===== src/rtl/uart_frame_ctrl.sv =====
// -----------------------------------------------------------------------------
// uart_frame_ctrl
//   Takes bytes from a UART receiver one at a time, using the rx_rdy / clr_rdy
//   handshake, and builds 3-byte command frames from them: one opcode byte,
//   then two data bytes with the MSB first. A complete frame is held on
//   opcode/data with frm_vld until the decoder acknowledges it. If the next
//   byte of a partial frame does not arrive within TIMEOUT_CYC cycles, the
//   partial frame is discarded and timeout_err pulses for one cycle.
//
// Parameters
//   TIMEOUT_CYC  clk cycles allowed between bytes of one frame (>= 4)
//
// Ports
//   clk          system clock, all logic on posedge
//   rst          asynchronous active-high reset
//   rx_rdy       receiver has a byte available (level, held until cleared)
//   rx_byte      received byte, valid while rx_rdy=1
//   clr_rdy      one-cycle pulse: byte consumed, receiver may clear rx_rdy
//   frm_vld      complete frame presented, held until frm_ack
//   frm_ack      decoder accepts the frame (ignored while frm_vld=0)
//   opcode       frame byte 0
//   data         {frame byte 1, frame byte 2}
//   timeout_err  one-cycle pulse: partial frame discarded on timeout
//   frm_cnt      number of frames accepted by the decoder, wraps 255 -> 0
// -----------------------------------------------------------------------------
module uart_frame_ctrl #(
   parameter int TIMEOUT_CYC = 5000
) (
   input  logic        clk,
   input  logic        rst,
   input  logic        rx_rdy,
   input  logic [7:0]  rx_byte,
   output logic        clr_rdy,
   output logic        frm_vld,
   input  logic        frm_ack,
   output logic [7:0]  opcode,
   output logic [15:0] data,
   output logic        timeout_err,
   output logic [7:0]  frm_cnt
);

   localparam int TW = (TIMEOUT_CYC > 1) ? $clog2(TIMEOUT_CYC) : 1;

   typedef enum logic [1:0] {
      IDLE    = 2'd0,
      COLLECT = 2'd1,
      PRESENT = 2'd2
   } state_t;

   state_t        state, state_nx;
   logic [1:0]    idx, idx_nx;
   logic [TW-1:0] tcnt, tcnt_nx;
   logic [7:0]    opcode_nx;
   logic [15:0]   data_nx;
   logic          frm_vld_nx;
   logic          timeout_nx;
   logic [7:0]    frm_cnt_nx;
   logic          cap;

   // clr_rdy high blocks capture for one cycle after each pulse, so a rx_rdy
   // that is slow to fall is not taken twice. While a frame is presented no
   // byte is taken, and the receiver keeps its byte until we return to IDLE.
   assign cap = rx_rdy & ~clr_rdy & (state != PRESENT);

   // NOTE: every signal assigned below gets a default value first, so no path
   // leaves one unassigned and no latch is inferred.
   always_comb begin
      state_nx   = state;
      idx_nx     = idx;
      tcnt_nx    = tcnt;
      opcode_nx  = opcode;
      data_nx    = data;
      frm_vld_nx = frm_vld;
      timeout_nx = 1'b0;
      frm_cnt_nx = frm_cnt;

      if (cap) begin
         case (idx)
            2'd0:    opcode_nx     = rx_byte;
            2'd1:    data_nx[15:8] = rx_byte;
            default: data_nx[7:0]  = rx_byte;
         endcase
         tcnt_nx = '0;
      end

      case (state)
         IDLE: begin
            idx_nx = 2'd0;
            if (cap) begin
               state_nx = COLLECT;
               idx_nx   = 2'd1;
            end
         end
         COLLECT: begin
            if (cap) begin
               // A byte arriving on the timeout cycle still counts: capture wins.
               if (idx == 2'd2) begin
                  state_nx   = PRESENT;
                  frm_vld_nx = 1'b1;
                  idx_nx     = 2'd0;
               end else begin
                  idx_nx = idx + 2'd1;
               end
            end else if (tcnt == TW'(TIMEOUT_CYC - 1)) begin
               // Drop the partial frame. opcode/data keep stale bytes, but
               // frm_vld stays low, so they carry no meaning.
               state_nx   = IDLE;
               idx_nx     = 2'd0;
               tcnt_nx    = '0;
               timeout_nx = 1'b1;
            end else begin
               tcnt_nx = tcnt + TW'(1);
            end
         end
         PRESENT: begin
            if (frm_ack) begin
               state_nx   = IDLE;
               frm_vld_nx = 1'b0;
               frm_cnt_nx = frm_cnt + 8'd1;
            end
         end
         default: begin
            state_nx = IDLE;
            idx_nx   = 2'd0;
            tcnt_nx  = '0;
         end
      endcase
   end

   // NOTE: state registers use non-blocking assignments, so every flop here
   // samples its value from before the clock edge, whatever the statement order.
   always_ff @(posedge clk or posedge rst) begin
      if (rst) begin
         state       <= IDLE;
         idx         <= 2'd0;
         tcnt        <= '0;
         opcode      <= 8'd0;
         data        <= 16'd0;
         clr_rdy     <= 1'b0;
         frm_vld     <= 1'b0;
         timeout_err <= 1'b0;
         frm_cnt     <= 8'd0;
      end else begin
         state       <= state_nx;
         idx         <= idx_nx;
         tcnt        <= tcnt_nx;
         opcode      <= opcode_nx;
         data        <= data_nx;
         clr_rdy     <= cap;
         frm_vld     <= frm_vld_nx;
         timeout_err <= timeout_nx;
         frm_cnt     <= frm_cnt_nx;
      end
   end

endmodule

===== config.mk =====
export PLATFORM = sky130hd
export DESIGN_NAME = uart_frame_ctrl
export DESIGN_NICKNAME = d
export VERILOG_FILES = /design/src/rtl/uart_frame_ctrl.sv
export SDC_FILE = /design/constraint.sdc
export NUM_CORES = 1
export LEC_CHECK = 0
export BUFFER_PORTS_ARGS = -buffer_cell sky130_fd_sc_hd__buf_4
export CORE_MARGIN = 2
export CORE_UTILIZATION = 25
export DETAILED_ROUTE_END_ITERATION = 12
export SLEW_MARGIN = 20
export SYNTH_ARGS = -nofsm -noshare
export SYNTH_HDL_FRONTEND = slang
export SYNTH_SLANG_ARGS = --single-unit

===== constraint.sdc =====
create_clock -name clk -period 3.15 [get_ports clk]
set_clock_uncertainty 0.05 [all_clocks]
set_input_delay 0.63 -clock clk [delete_from_list [all_inputs] [get_ports clk]]
set_output_delay 0.63 -clock clk [all_outputs]
set_load 0.01 [all_outputs]

==> results.md <==
- The number of top-level pins is 47.
- The required arrival time at the worst endpoint is 3.30 ns.
- The post-route netlist has a little under a third of its cells at a drive strength greater than 1.
- For this design the ratio of total power to cell area is 756.7 nW/um2.
- The effective utilization at floorplan is approximately 26%.
- During placement, the flow inserted port buffers numbering 46.
- On the critical path, the stage with the largest delay is an instance of nand4_1.
- The cell area after placement is 2810 um2.
- The die area is 10210 um2.
- For this block, the initial DRC count from the detailed router was 103.
- The worst setup path is of the flop to flop kind.
- Data on the critical path arrives at its endpoint at 2.39 ns.
- The number of gates resized after CTS is 0.
- STA classifies the critical path endpoint as a flop.
- TritonCTS created 5 clock buffers.
- The final estimated routing congestion in global placement is 0.8475.
- After routing, the total negative slack on setup checks comes to 0 ns.
- Before CTS, the worst setup slack after placement is 0.8987 ns.
- The number of antenna violations at the first check in global routing is 0.
- The placement row count is 35.
- The total overflow left after global routing is 0.
- The maximum count of clock buffers along a single path is 2.
- Using the TritonRoute via totals, the vias-per-cell ratio works out to 4.793.
- The area of combinational cells with multiple inputs is between 900 and 1000 um2.
- The most used flip-flop cell after synthesis is dfrtp_1.
- The post-layout instance area is 2939 um2.
- The reg2reg setup slack is 0.91 ns.
- Counting tap cells, the placed design contains a total of roughly 360 instances.
- The maximum VDD drop is 0.0002767 V.
- Setup repair after global routing left no endpoint under its margin.
- The first detailed-routing pass ran for 4 iterations.
- Registers take roughly 1300 um2.
- For the worst flop-to-flop path, the logic depth is 5.
- At the pin with the least slew margin, the transition time is 0.8032 ns.
- The area of the mapped netlist is 2355 um2.
- 0 antenna diodes ended up in the layout.
- In this run the vertical extent of the chip is between 100 and 150 um.
- At the end of the flow, the number of nets in the layout was 266.
- The post-detailed-placement half-perimeter wirelength is 3583 um.
- Setup violations remaining at the end of the flow were counted as 0.
- The CTS tree is built.
- The final number of hold-violating endpoints is 0.
- Total power for the finished layout comes to 2.224 mW.
- Measured along the x axis, the die boundary spans 101.1 um.
- The count of antenna-violating nets left after detailed routing is 0.
- The core region is 9196 um2.
- The first global-routing pass estimated 8576 um of wire.
- In this design, the stage delay of the slowest critical-path cell is 0.45 ns.
- Counting I/O delays and the setup requirement, the final critical path takes 2.240 ns.
- The signal on the critical path passes through ha_1 > and2_1 > nand4_1 > and2_1 > a221o_1.
- After detailed routing, the number of remaining DRC violations is 0.
- The area added between synthesis and finish is 24.81%.
- The worst flop-to-flop path endpoint is idx[0]$_DFFE_PP0P_.
- The CTS root buffer is clkbuf_8.
- The sum of routed wire length over all layers is approximately 4900 um.
- The run finished with clean final reports.
- In this run the worst setup path begins at tcnt[0]$_DFF_PP0_.
- The relative slew slack is 46.22%.
- Excluding fillers, the count of instances in the completed layout stands at between 300 and 400.
- The number of instances in the synthesized netlist is ~200.
- The clock-pin slew on the worst setup and hold paths is 0.10 ns.
- Across the run, the number of max-cap violations was 0.
- The number of nets in the synthesized netlist is 218.
- In this run, post-CTS hold repair placed 0 buffers.
- The H-tree generated during clock tree synthesis spans 2 levels.
- After detailed routing, the average wire length per cell comes to roughly 14 um.
- The pin count of the biggest net entering global routing is 41.
- Yosys mapped the design onto 42 distinct sky130hd cell types.
- The total routing resource utilization after global routing is 10.56%.
- By instance count, the cell type seen most on the critical path is and2_1.
- For this run, the register share of the synthesized area comes to 55.26%.
- The number of warnings issued by yosys is 0.
- The clock network latency to the later pin of the worst-skew pair is 0.31 ns.
- Derived from the worst setup path, the maximum achievable clock frequency is approximately 0.45 GHz.
- The via count of the first global-routing pass is ~1700.
- The worst register-to-register path begins at tcnt[0]$_DFF_PP0_.
- The final hold slack is 0.1978 ns.
- Counting every sink on the clock net gives 52.
- The core utilization of the finished layout is 31.96%.
- The worst min-delay path class is input port to asynchronous set/reset pin.
- STA classifies the critical path startpoint as a flop.
- In this run, synthesis inferred 0 flip-flops with an integrated enable.
- The final clock period utilization by the worst path is a little under three quarters.
- The number of max-slew violations in the final report was 0.
- The via total after detailed routing is 1740.
- The post-CTS setup-driven buffer insertion count is 0.
- Of all nets on the critical path, the largest fanout is 14.
- The number of filler instances in the final layout is about 960.
- The most critical setup path has its endpoint at idx[0]$_DFFE_PP0P_.
- Setup slack closes at 0.9102 ns.
- The register bit count reported by yosys is 52.
- Averaged over all synthesized cells, the footprint is 11.54 um2.
- The proportion of register bits with asynchronous set or reset after synthesis is 100.0%.
- Summed over all cells, the static leakage comes to 1.332 nW.
[flip-flops by register name, summed over array words and instances, names as in the netlist]
signal       cells
frm_vld          1
opcode           8
tcnt            13
frm_cnt          8
data            16
state            2
clr_rdy          1
idx              2
timeout_err      1
[layout make-up]
class / instances / share of cell area, %
Clock buffer: 5 / 2.341
Clock inverter: 2 / 2.043
Inverter: 5 / 0.6386
Multi-Input combinational cell: 139 / 33.46
Sequential cell: 52 / 44.27
Tap cell: 111 / 4.725
Timing Repair Buffer: 49 / 12.52
[cells in the final DEF (no fill, tap or decap), types with 3 or more instances in the layout]
master,synthesis,final
dfrtp_1,52,52
buf_4,0,49
nand2_1,18,18
mux2_2,17,17
nand3_1,14,14
a31oi_1,12,12
nor2_1,9,9
mux2_1,8,8
nand4_1,5,5
clkbuf_8,0,5
and2_1,4,4
xnor2_1,4,4
xor2_1,4,4
inv_1,5,4
nand2b_1,3,3
and3_1,3,3
o21ai_0,3,3
[routing by layer]
layer,part of all wire [%],global-route usage [%]
met5,0,0
met4,1.2,3.534
met3,5.5,2.982
met2,48,16.91
met1,46,13.72
[power by group]
part / switching [mW] / internal, mW / total [mW]
sequential: 0.130 / 0.863 / 0.994
clock: 0.224 / 0.313 / 0.537
combinational: 0.301 / 0.392 / 0.693
total: 0.656 / 1.57 / 2.22
[cell usage after synthesis, drive strengths merged (2+ instances only)]
master | number | area share (%)
and2 | 4 | 1.1
nor3 | 2 | 0.43
a31oi | 12 | 3.2
nand4b | 2 | 0.74
xor2 | 4 | 1.5
mux2i | 2 | 0.85
and3 | 3 | 0.80
dfrtp | 52 | 55
nand2 | 18 | 2.9
nand3 | 14 | 3.0
o211ai | 2 | 0.64
a22o | 2 | 0.74
inv | 5 | 0.80
nand2b | 3 | 0.80
nor2 | 10 | 1.7
mux2 | 25 | 12
nor3b | 3 | 1.4
nand4 | 5 | 1.3
or2 | 2 | 0.53
nor2b | 2 | 0.53
nor4 | 2 | 0.53
o21ai | 5 | 1.1
xnor2 | 4 | 1.5
ha | 2 | 1.1
buf | 7 | 2.0
a21oi | 2 | 0.43
[how the worst min path moves through the flow]
stage | from | end | slack [ns]
floorplan | tcnt[12]$_DFF_PP0_ | tcnt[12]$_DFF_PP0_ | 0.39
global placement | frm_vld$_DFFE_PP0P_ | frm_vld$_DFFE_PP0P_ | 0.42
detailed placement | data[15]$_DFFE_PP0P_ | data[15]$_DFFE_PP0P_ | 0.43
finish | rst | data[7]$_DFFE_PP0P_ | 0.20
global route | rst | tcnt[6]$_DFF_PP0_ | 0.20
CTS | rst | tcnt[6]$_DFF_PP0_ | 0.20
[cell families after synthesis]
logic type	share of synthesized area, %
and+or+nand+nor	16.68
DFF	55.26
AOI/OAI and AO/OA	8.236
muxes	12.81
buffers and inverters	2.975
xor gates and xnor gates	2.975
adders and majority gates	1.063
[worst max-delay path, delay by kind of cell (launching register included)]
family | cells | cell delay, ns
and+or+nand+nor | 3 | 1.03
DFF | 1 | 0.43
AOI/OAI and AO/OA | 1 | 0.35
adders and majority gates | 1 | 0.26
Power figures use the tool's default switching activity.
